==> config.mk <==
export PLATFORM = sky130hd
export DESIGN_NAME = jtag_bitbang_bridge
export DESIGN_NICKNAME = d
export VERILOG_FILES = /design/src/rtl/jtag_bitbang_bridge.sv
export SDC_FILE = /design/constraint.sdc
export NUM_CORES = 1
export LEC_CHECK = 0
export ABC_AREA = 1
export CORE_UTILIZATION = 40
export CTS_CLUSTER_DIAMETER = 80
export CTS_CLUSTER_SIZE = 30
export DETAILED_ROUTE_END_ITERATION = 12
export GPL_TIMING_DRIVEN = 1
export PLACE_DENSITY = 0.84
export RECOVER_POWER = 100
export SKIP_CTS_REPAIR_TIMING = 1
export SKIP_LAST_GASP = 1
export SLEW_MARGIN = 15
export SYNTH_ARGS = -nofsm -noshare
export SYNTH_HDL_FRONTEND = slang
export SYNTH_SLANG_ARGS = --single-unit
export TNS_END_PERCENT = 10
==> constraint.sdc <==
create_clock -name clk_i -period 2.75 [get_ports clk_i]
set_input_delay 0.275 -clock clk_i [delete_from_list [all_inputs] [get_ports clk_i]]
set_output_delay 0.275 -clock clk_i [all_outputs]
set_load 0.01 [all_outputs]
==> src/rtl/jtag_bitbang_bridge.sv <==
// Remote-bitbang byte stream to JTAG pin bridge.
// Pin-write commands drive TCK/TMS/TDI and optionally stall the command
// channel for HOLD_CYCLES so the SoC sees a minimum pin-state duration.
// 'R' samples TDO and returns '0'/'1' on a valid/ready response channel.
// While that response is pending, no further commands are accepted.
module jtag_bitbang_bridge #(
  parameter int unsigned HOLD_CYCLES = 2,
  parameter bit          SYNC_TDO    = 1'b1
) (
  input  logic       clk_i,
  input  logic       rst_ni,
  input  logic       cmd_valid_i,
  output logic       cmd_ready_o,
  input  logic [7:0] cmd_data_i,
  output logic       rsp_valid_o,
  input  logic       rsp_ready_i,
  output logic [7:0] rsp_data_o,
  output logic       jtag_tck,
  output logic       jtag_tms,
  output logic       jtag_tdi,
  input  logic       jtag_tdo,
  output logic       jtag_trst_n,
  output logic       jtag_srst_n,
  output logic       quit_o,
  output logic       cmd_err_o
);

  localparam int unsigned HW = (HOLD_CYCLES > 1) ? $clog2(HOLD_CYCLES + 1) : 1;
  typedef logic [HW-1:0] hold_t;

  logic       tck_q, tck_d, tms_q, tms_d, tdi_q, tdi_d;
  logic       trst_n_q, trst_n_d, srst_n_q, srst_n_d;
  logic       quit_q, quit_d, err_q, err_d;
  logic       rsp_valid_q, rsp_valid_d;
  logic [7:0] rsp_data_q, rsp_data_d;
  hold_t      hold_q, hold_d;
  logic       tdo_s;
  logic       acc;

  // TDO either through a 2-flop synchronizer or straight from the pad.
  if (SYNC_TDO) begin : g_sync
    logic [1:0] sync_q;
    // Two-stage metastability filter for the asynchronous TDO pad.
    always_ff @(posedge clk_i or negedge rst_ni) begin
      if (!rst_ni) sync_q <= 2'b00;
      else         sync_q <= {sync_q[0], jtag_tdo};
    end
    assign tdo_s = sync_q[1];
  end else begin : g_nosync
    assign tdo_s = jtag_tdo;
  end

  assign cmd_ready_o = (hold_q == '0) & ~rsp_valid_q;
  assign acc         = cmd_valid_i & cmd_ready_o;

  // Command decode and next-state for all registered outputs.
  always_comb begin
    tck_d       = tck_q;
    tms_d       = tms_q;
    tdi_d       = tdi_q;
    trst_n_d    = trst_n_q;
    srst_n_d    = srst_n_q;
    quit_d      = quit_q;
    err_d       = 1'b0;
    rsp_valid_d = rsp_valid_q;
    rsp_data_d  = rsp_data_q;
    hold_d      = (hold_q != '0) ? hold_q - hold_t'(1) : hold_q;
    if (rsp_valid_q && rsp_ready_i) rsp_valid_d = 1'b0;
    if (acc) begin
      if (cmd_data_i inside {[8'h30:8'h37]}) begin
        tck_d  = cmd_data_i[2];
        tms_d  = cmd_data_i[1];
        tdi_d  = cmd_data_i[0];
        hold_d = hold_t'(HOLD_CYCLES);
      end else begin
        case (cmd_data_i)
          8'h52: begin                       // 'R'
            rsp_valid_d = 1'b1;
            rsp_data_d  = {7'h18, tdo_s};    // 0x30 + sample
          end
          8'h72: begin trst_n_d = 1'b1; srst_n_d = 1'b1; end  // 'r'
          8'h73: begin trst_n_d = 1'b1; srst_n_d = 1'b0; end  // 's'
          8'h74: begin trst_n_d = 1'b0; srst_n_d = 1'b1; end  // 't'
          8'h75: begin trst_n_d = 1'b0; srst_n_d = 1'b0; end  // 'u'
          8'h42, 8'h62: ;                    // 'B','b': blink, ignored
          8'h51: quit_d = 1'b1;              // 'Q'
          default: err_d = 1'b1;
        endcase
      end
    end
  end

  // State registers; reset drops any pending response and hold count.
  always_ff @(posedge clk_i or negedge rst_ni) begin
    if (!rst_ni) begin
      tck_q       <= 1'b0;
      tms_q       <= 1'b0;
      tdi_q       <= 1'b0;
      trst_n_q    <= 1'b1;
      srst_n_q    <= 1'b1;
      quit_q      <= 1'b0;
      err_q       <= 1'b0;
      rsp_valid_q <= 1'b0;
      rsp_data_q  <= 8'h00;
      hold_q      <= '0;
    end else begin
      tck_q       <= tck_d;
      tms_q       <= tms_d;
      tdi_q       <= tdi_d;
      trst_n_q    <= trst_n_d;
      srst_n_q    <= srst_n_d;
      quit_q      <= quit_d;
      err_q       <= err_d;
      rsp_valid_q <= rsp_valid_d;
      rsp_data_q  <= rsp_data_d;
      hold_q      <= hold_d;
    end
  end

  assign jtag_tck    = tck_q;
  assign jtag_tms    = tms_q;
  assign jtag_tdi    = tdi_q;
  assign jtag_trst_n = trst_n_q;
  assign jtag_srst_n = srst_n_q;
  assign quit_o      = quit_q;
  assign cmd_err_o   = err_q;
  assign rsp_valid_o = rsp_valid_q;
  assign rsp_data_o  = rsp_data_q;

endmodule

Word-level counts from Yosys, hierarchy flattened --
Index checks and enable logic that the tools add are counted.
Word-level totals: word-level logic and storage cells 54, register bits 14, output and inout port bits 17, bits of input ports 13
Cells by class: reduce and logical (&&, ||, !) cells 16, muxes and demuxes 12, $lt $le $gt $ge 2, add/subtract/negate cells 1, bitwise gates (word level) 4, eq/ne operators 8
Operators with widths (number):
- == test 8 x 7 -> 1 bit (second input constant) | 8
- AND reduction 3 bit | 4
- >= comparator 8 x 6 -> 1 bit (second input constant) | 1
- <= comparator 8 x 6 -> 1 bit (second input constant) | 1
- OR reduction 2 bit | 4
- OR reduction 8 bit | 1
- two-way mux 1 bit | 7
- two-way mux 2 bit | 3
- nonzero test 2 bit | 3
- one-hot mux 1 bit (2 select lines) | 2
- AND 1 bit | 2
- logical AND 1 bit | 2
- zero test 2 bit | 1
- inverter 1 bit | 2
- AND reduction 2 bit | 1
- subtractor 2 x 1 -> 2 bit (second input constant) | 1

Depth between registers and ports, before layout --
Gate-level depths: netlist (run 1).
depth after elaboration 5, mapped depth 7

Least setup slack after synthesis (run 1) --
OpenSTA, ideal clock, no wires.
kind flip-flop to flip-flop, start register rsp_valid_q (netlist: rsp_valid_o), end register rsp_data_q[0] (netlist: rsp_data_o[0]), library setup time 0.115 ns, buffers on the path 0, setup slack 1.658 ns, stages on the path, launching flop included 7, clock period less this slack 1.092 ns, data arrival time 0.977 ns, path through dfrtp_1 -> nor2_2 -> nand3_2 -> nor2_4 -> nand2_2 -> nand2_2 -> nand2_2
On the way: cells in the longest elaborated chain, start to end 4
RTL lines:
- from (decl) | line 34 | logic rsp_valid_q, rsp_valid_d;
- from (signal assigned) | line 114 | rsp_valid_q <= rsp_valid_d;
- inverter 1 bit | line 53 | assign cmd_ready_o = (hold_q == '0) & ~rsp_valid_q;
- AND 1 bit | line 53
- AND 1 bit | line 54 | assign acc = cmd_valid_i & cmd_ready_o;
- AND reduction 3 bit (no line)
- to (signal assigned) | line 115 | rsp_data_q <= rsp_data_d;
- to (decl) | line 35 | logic [7:0] rsp_data_q, rsp_data_d;
Every way passes these cells. A chain may end at the register's enable or synchronous reset.

Worst setup path in the final report (run 1) --
start register hold_q[1], end output cmd_ready_o
On the way: cells in the longest elaborated chain, start to end 2
RTL lines:
- from (decl) | line 36 | hold_t hold_q, hold_d;
- from (signal assigned) | line 116 | hold_q <= hold_d;
- zero test 2 bit | line 53
- AND 1 bit | line 53
- to (decl) | line 13 | output logic cmd_ready_o,
Every way passes these cells.

==> results of run 1 <==
[final timing paths]
kind	cells past startpoint	endpoint	slack, ps	startpoint
worst max-delay path	4	cmd_ready_o	970	hold_q[1]
worst min register to register	0	g_sync.sync_q[1]	360	g_sync.sync_q[0]
min in group asynchronous	1	rsp_data_o[0]	440	rst_ni
worst min-delay path	0	g_sync.sync_q[1]	360	g_sync.sync_q[0]
worst max register to register	6	rsp_data_o[0]	1380	hold_q[1]
max in group asynchronous	1	rsp_data_o[4]	1920	rst_ni
[routing by layer]
layer	routed length, um	vias up
met5	0	-
met4	0	0
met3	96	0
met2	650	28
met1	559	287
li1	-	306
[state kept, by name, summed over array words and instances, names as in the netlist]
signal,count
quit_o,1
rsp_valid_o,1
jtag_tck,1
g_sync.sync_q,2
hold_q,2
jtag_srst_n,1
cmd_err_o,1
jtag_tdi,1
rsp_data_o,2
jtag_trst_n,1
jtag_tms,1
[logic make-up after synthesis]
kind of cell    after synthesis  share of synthesized area [%]
compound gates                8                           7.43
flops                        14                           48.7
other cells                   1                          0.518
buf+inv                      19                           13.0
simple gates                 43                           30.4
[power by group through the flow]
stage          clock network, mW  registers [mW]  logic (mW)
6_report                   0.143           0.234      0.0899
5_1_grt                    0.156           0.236      0.0993
2_1_floorplan                  0           0.246      0.0395
4_1_cts                    0.146           0.235       0.104
3_5_place_dp                   0           0.239       0.103
3_3_place_gp                   0           0.238       0.101
[stage by stage]
step           area [sq um]  setup slack, ps  power (mW)  std cells  hold slack (ps)
4_1_cts                1000             1020       0.484        136              360
5_1_grt                 972              898       0.491        136              373
3_5_place_dp            966             1250       0.341        132              342
2_1_floorplan           739             1660       0.286         89            -20.6
6_report                972              971       0.466        136              356
3_3_place_gp            966             1290       0.339        132              334
[worst register-to-register path, stage by stage, from the launching register on]
cell and delay, ps:
dfrtp_1 400, nor2_2 140, nand3_2 100, nor2_1 320, nand2_1 180, nand2_2 90, nand2_2 40
[layout make-up]
class | instances | area, sq um
well taps | 25 | 31.3
inverters | 13 | 48.8
fillers | 161 | 736
multi-input cells | 56 | 263
repair buffers | 24 | 240
clock buffers | 4 | 36.3
flip-flops and latches | 14 | 353
[layout by cell type (no fill, tap or decap)]
cell	n
o21ai_1	1
o21ai_0	4
dlygate4sd3_1	15
nand3_1	7
nand2_2	2
clkbuf_8	1
clkdlybuf4s50_1	9
a21oi_1	1
nand2_1	20
clkbuf_4	3
a21o_1	1
nor2_2	3
inv_2	2
dfrtp_1	12
inv_1	11
nand3_2	2
nor2_1	8
dfstp_2	2
nand4_1	1
o21ai_2	1
conb_1	5
==> flow_summary.toml, run 1 <==
[status]
status = "completed"

[job]
cap_violations = 0

[power_and_ir_drop]
cellLeakagePower_nw = 0.487
intPower_mw = 0.352
p_per_area_nw_per_um2 = 480
p_sw_mw = 0.114
clkPwrFrac_pct = 30.7
peakVddDrop_uv = 331
combPwrFrac_pct = 19.3
pwr-share-seq_pct = 50.1
switching_share_pct = 24.4

[clock_network]
numCtsBuffers = 3
cts_tree = "yes"
path_clk_slew_ps = 80
clk_path_buf_depth = 2
htree_levels = 1
clockRootBuffer = "clkbuf_4"
cts_sinks = 14
worstSkewPairLatency_ps = 280

[route]
routed_via_density = 4.57
dr.pass1.iters = 4
drt_wl_total_mm = 1.31
vias = 621
ant_nets = 0
wl_per_cell_um = 9.61
dr.first_iter.drc_count = 23
route.detailed.drc = 0

[global_route]
grt_first_pass_wirelength_mm = 2.19
grt_use_met2_pct = 26.5
grtUsageMet3_pct = 4.90
first_global_vias = 548
antenna_found_initial = 0
grt_max_degree = 15
grtUsageMet1_pct = 18.1
globalRoute.totalOverflow = 0
track_usage_pct = 15.2
grt_busiest_layer = "met2"

[sta]
fin_crit_sh_pct = 64.7
setup_tns_ps = 0
drv_slew = 0
max_freq_ghz = 0.562
setup_viol = 0
fin_skew_ps = 7.76
rsz0062_at_grt = "false"
finalHoldViolCount = 0
maxSlewHeadroom_pct = 60.4
tightest_slew_ps = 592
period_minus_slack_ps = 1780

[setup_path]
crit_fanout = 2
worst_ep_arrival_time_ps = 1500
slowest_stage = "dlygate4sd3_1"
crit_type = "reg2out"
path_buf_inv = 2
start_kind = "register"
slowest_delay_ps = 590
worstPathCellList = "nor2_2 -> nand2_1 -> inv_1 -> dlygate4sd3_1"
crit_family = "buffers and inverters"
crit_required_ps = 2480
end_kind = "output port"

[die]
rows = 15
initial_core_util_pct = 42.4
fp.dieW_um = 44.6
die_h_um = 44.6
core_area_sq_um = 1710
die_area_sq_um = 1990
io_pins = 30

[synth]
ys_async_sr_fraction_pct = 100
yosys.area.top_type_share_pct = 41.5
post_synth.cell_area_avg_sq_um = 8.52
ys_seq_area_share_pct = 48.7
yosysTopAreaCell = "dfrtp_1"
ys.flop_type = "dfrtp_1"
synth.most_common_cell = "nand2_1"
syn_inst = 85
ys_ff_latch = 14
syn_area_sq_um = 724
yosys_warnings = 0
synthTopCellsByArea = "dfrtp_1 41%, nand2_1 9.3%, dfstp_2 7.3%"
ys_types = 19
synth_common_cells = "18 x nand2_1, 12 x dfrtp_1, 11 x inv_1"
synth_edf_count = 0

[layout]
fin_util_pct = 56.9
nNetsFinal = 125
area_delta_synth_final_pct = 34.2
drive_gt1_share_pct = 14.4
antennaDiodeCount = 0

[place]
port_buffers = 24
dpl.hpwl_mm = 1.06
gp_congestion = 0.833

[min_path]
hold_class = "reg2reg"
(Power assumes the default switching activity.)
==> inputs of run 2 (changes only) <==
--- a/config.mk
+++ b/config.mk
@@ -6,12 +6,12 @@
 export NUM_CORES = 1
 export LEC_CHECK = 0
 export ABC_AREA = 1
-export CORE_UTILIZATION = 40
+export CORE_UTILIZATION = 37
 export CTS_CLUSTER_DIAMETER = 80
 export CTS_CLUSTER_SIZE = 30
 export DETAILED_ROUTE_END_ITERATION = 12
 export GPL_TIMING_DRIVEN = 1
-export PLACE_DENSITY = 0.84
+export PLACE_DENSITY = 0.82
 export RECOVER_POWER = 100
 export SKIP_CTS_REPAIR_TIMING = 1
 export SKIP_LAST_GASP = 1
==> constraint.sdc (replaced) <==
create_clock -name clk_i -period 1.56 [get_ports clk_i]
set_input_delay 0.156 -clock clk_i [delete_from_list [all_inputs] [get_ports clk_i]]
set_output_delay 0.156 -clock clk_i [all_outputs]
set_load 0.01 [all_outputs]
==> run 2 against run 1 <==
Effect of this change:
- final cell count is the same
- critical path type unchanged
- die area rose by 7.8%
- non-clock buffer count stayed put
- largest cell class unchanged
- clock skew hardly changed
- sequential cell count unchanged
- sequential share of layout area shrank 0.23 points
- core utilization down 2.0 points
- cell area rose by 0.64%
==> flow_summary.toml, run 2 (same netlist as run 1, synthesis figures left out) <==
[setup_path]
start_kind = "register"
crit_fanout = 2
path_buf_inv = 1
worst_ep_arrival_time_ps = 1330
regToRegSetupSlack_ps = 190
crit_path_start = "jtag_trst_n"
crit_required_ps = 1400
timing.rr.start = "rsp_valid_o"
slowest_stage = "dfstp_2"
slowest_delay_ps = 530
endpoint = "jtag_trst_n"
timing.rr.end = "rsp_data_o[0]"
worstPathCellList = "clkdlybuf4s50_1"
crit_type = "reg2out"
crit_family = "flip-flops"
reg2regPathDepth = 6
crit_cells = 1
end_kind = "output port"

[power_and_ir_drop]
cellLeakagePower_nw = 0.484
peakVddDrop_uv = 623
finalPower_mw = 0.827
p_per_area_nw_per_um2 = 845

[place]
port_buffers = 24
placed_cell_area_sq_um = 966
gp_congestion = 0.767
dpl.hpwl_mm = 1.08

[clock_network]
clk_path_buf_depth = 2
worstSkewPairLatency_ps = 280
numCtsBuffers = 3
clockRootBuffer = "clkbuf_4"
htree_levels = 1
cts_sinks = 14
path_clk_slew_ps = 80
cts_tree = "yes"

[sta]
period_minus_slack_ps = 1480
drv_slew = 0
tightest_slew_ps = 601
fin_crit_sh_pct = 95.1
finalHoldViolCount = 0
rsz0062_at_grt = "false"
max_freq_ghz = 0.674
fin_skew_ps = 7.97
maxSlewHeadroom_pct = 59.8
setup_viol = 0

[layout]
antennaDiodeCount = 0
nNetsFinal = 125
fin_area_sq_um = 978
final_common_cell = "nand2_1"
area_delta_synth_final_pct = 35.1
fin_util_pct = 54.9
drive_gt1_share_pct = 14.4
final_cell_mix = "20 x nand2_1, 12 x inv_1, 12 x dfrtp_1, 12 x clkdlybuf4s50_1, 11 x dlygate4sd3_1"

[die]
rows = 15
core_area_sq_um = 1780
fp.dieW_um = 46.3
die_h_um = 46.3
io_pins = 30
die_area_sq_um = 2140
initial_core_util_pct = 40.6

[route]
dr.pass1.iters = 3
route.detailed.drc = 0
wl_per_cell_um = 9.24
routed_via_density = 4.31
drt_wl_total_mm = 1.26
ant_nets = 0
dr.first_iter.drc_count = 5
vias = 586

[global_route]
first_global_vias = 560
globalRoute.totalOverflow = 0
grt_first_pass_wirelength_mm = 2.19
antenna_found_initial = 0
track_usage_pct = 14.9
grt_max_degree = 15

[job]
cap_violations = 0

[min_path]
hold_class = "in2async"

[status]
status = "completed"
-- run 2: cell types whose count changed in the layout (fill, tap and decap cells not counted) --
cell | previous run | this run
clkdlybuf4s25_1 | 0 | 1
dlygate4sd3_1 | 15 | 11
inv_2 | 2 | 1
nor2_4 | 0 | 1
inv_1 | 11 | 12
nand3_2 | 2 | 1
nand3_1 | 7 | 8
clkdlybuf4s50_1 | 9 | 12
nor2_1 | 8 | 7
o21ai_1 | 1 | 0
o21ai_2 | 1 | 2
-- run 2: how the worst min path moves through the flow --
stage / startpoint / cells past startpoint / slack, ps / endpoint
3_3_place_gp: g_sync.sync_q[0] / 0 / 340 / g_sync.sync_q[1]
2_1_floorplan: rst_ni / 0 / -140 / cmd_err_o
4_1_cts: rst_ni / 1 / 280 / jtag_tck
3_5_place_dp: g_sync.sync_q[0] / 0 / 350 / g_sync.sync_q[1]
6_report: rst_ni / 1 / 320 / jtag_tck
5_1_grt: g_sync.sync_q[0] / 0 / 370 / g_sync.sync_q[1]
-- run 2: area by class of cell --
class | instances | area [sq um]
Tap cell | 25 | 31.3
Clock buffer | 4 | 36.3
Sequential cell | 14 | 353
Timing Repair Buffer | 24 | 240
Multi-Input combinational cell | 56 | 269
Fill cell | 184 | 805
Inverter | 13 | 48.8
-- run 2: worst register-to-register path, delay by kind of cell, from the launching register on --
family	cells	cell delay [ps]
simple gates	6	870
flops	1	400
-- run 2: layer usage --
metal  share of wire, %  vias up  GRT usage, %
met2                 53       19          24.5
li1                   -      304             -
met1                 42      263          17.4
met3                5.5        0          7.06
met4                  0        0          3.53
met5                  0        -             0
-- run 2: report_power, final --
group / internal (mW) / leakage (nW) / switching, mW / total (mW)
clock: 0.142 / 0.0210 / 0.108 / 0.250
sequential: 0.399 / 0.173 / 0.0137 / 0.412
combinational: 0.0853 / 0.290 / 0.0790 / 0.164
-- run 2: through the flow --
step	TNS, ps	setup WS (ps)	cells	hold slack (ps)
floorplan	0	468	89	-140
global placement	0	214	132	335
finish	0	75.7	136	318
global route	0	31.9	136	369
detailed placement	0	173	132	346
CTS	-76.0	-76.0	136	279
==> inputs of run 3 (changes only) <==
--- a/config.mk
+++ b/config.mk
@@ -11,6 +11,7 @@
 export CTS_CLUSTER_SIZE = 30
 export DETAILED_ROUTE_END_ITERATION = 12
 export GPL_TIMING_DRIVEN = 1
+export MAX_ROUTING_LAYER = met4
 export PLACE_DENSITY = 0.82
 export RECOVER_POWER = 100
 export SKIP_CTS_REPAIR_TIMING = 1
==> results of run 3 <==
Final layout, timing and power as in run 2 (identical DEF).
Main changes from that run: final weighted congestion in routability-driven placement 0.767 -> 0.778; overall routing resource usage 14.9% -> 15.3%
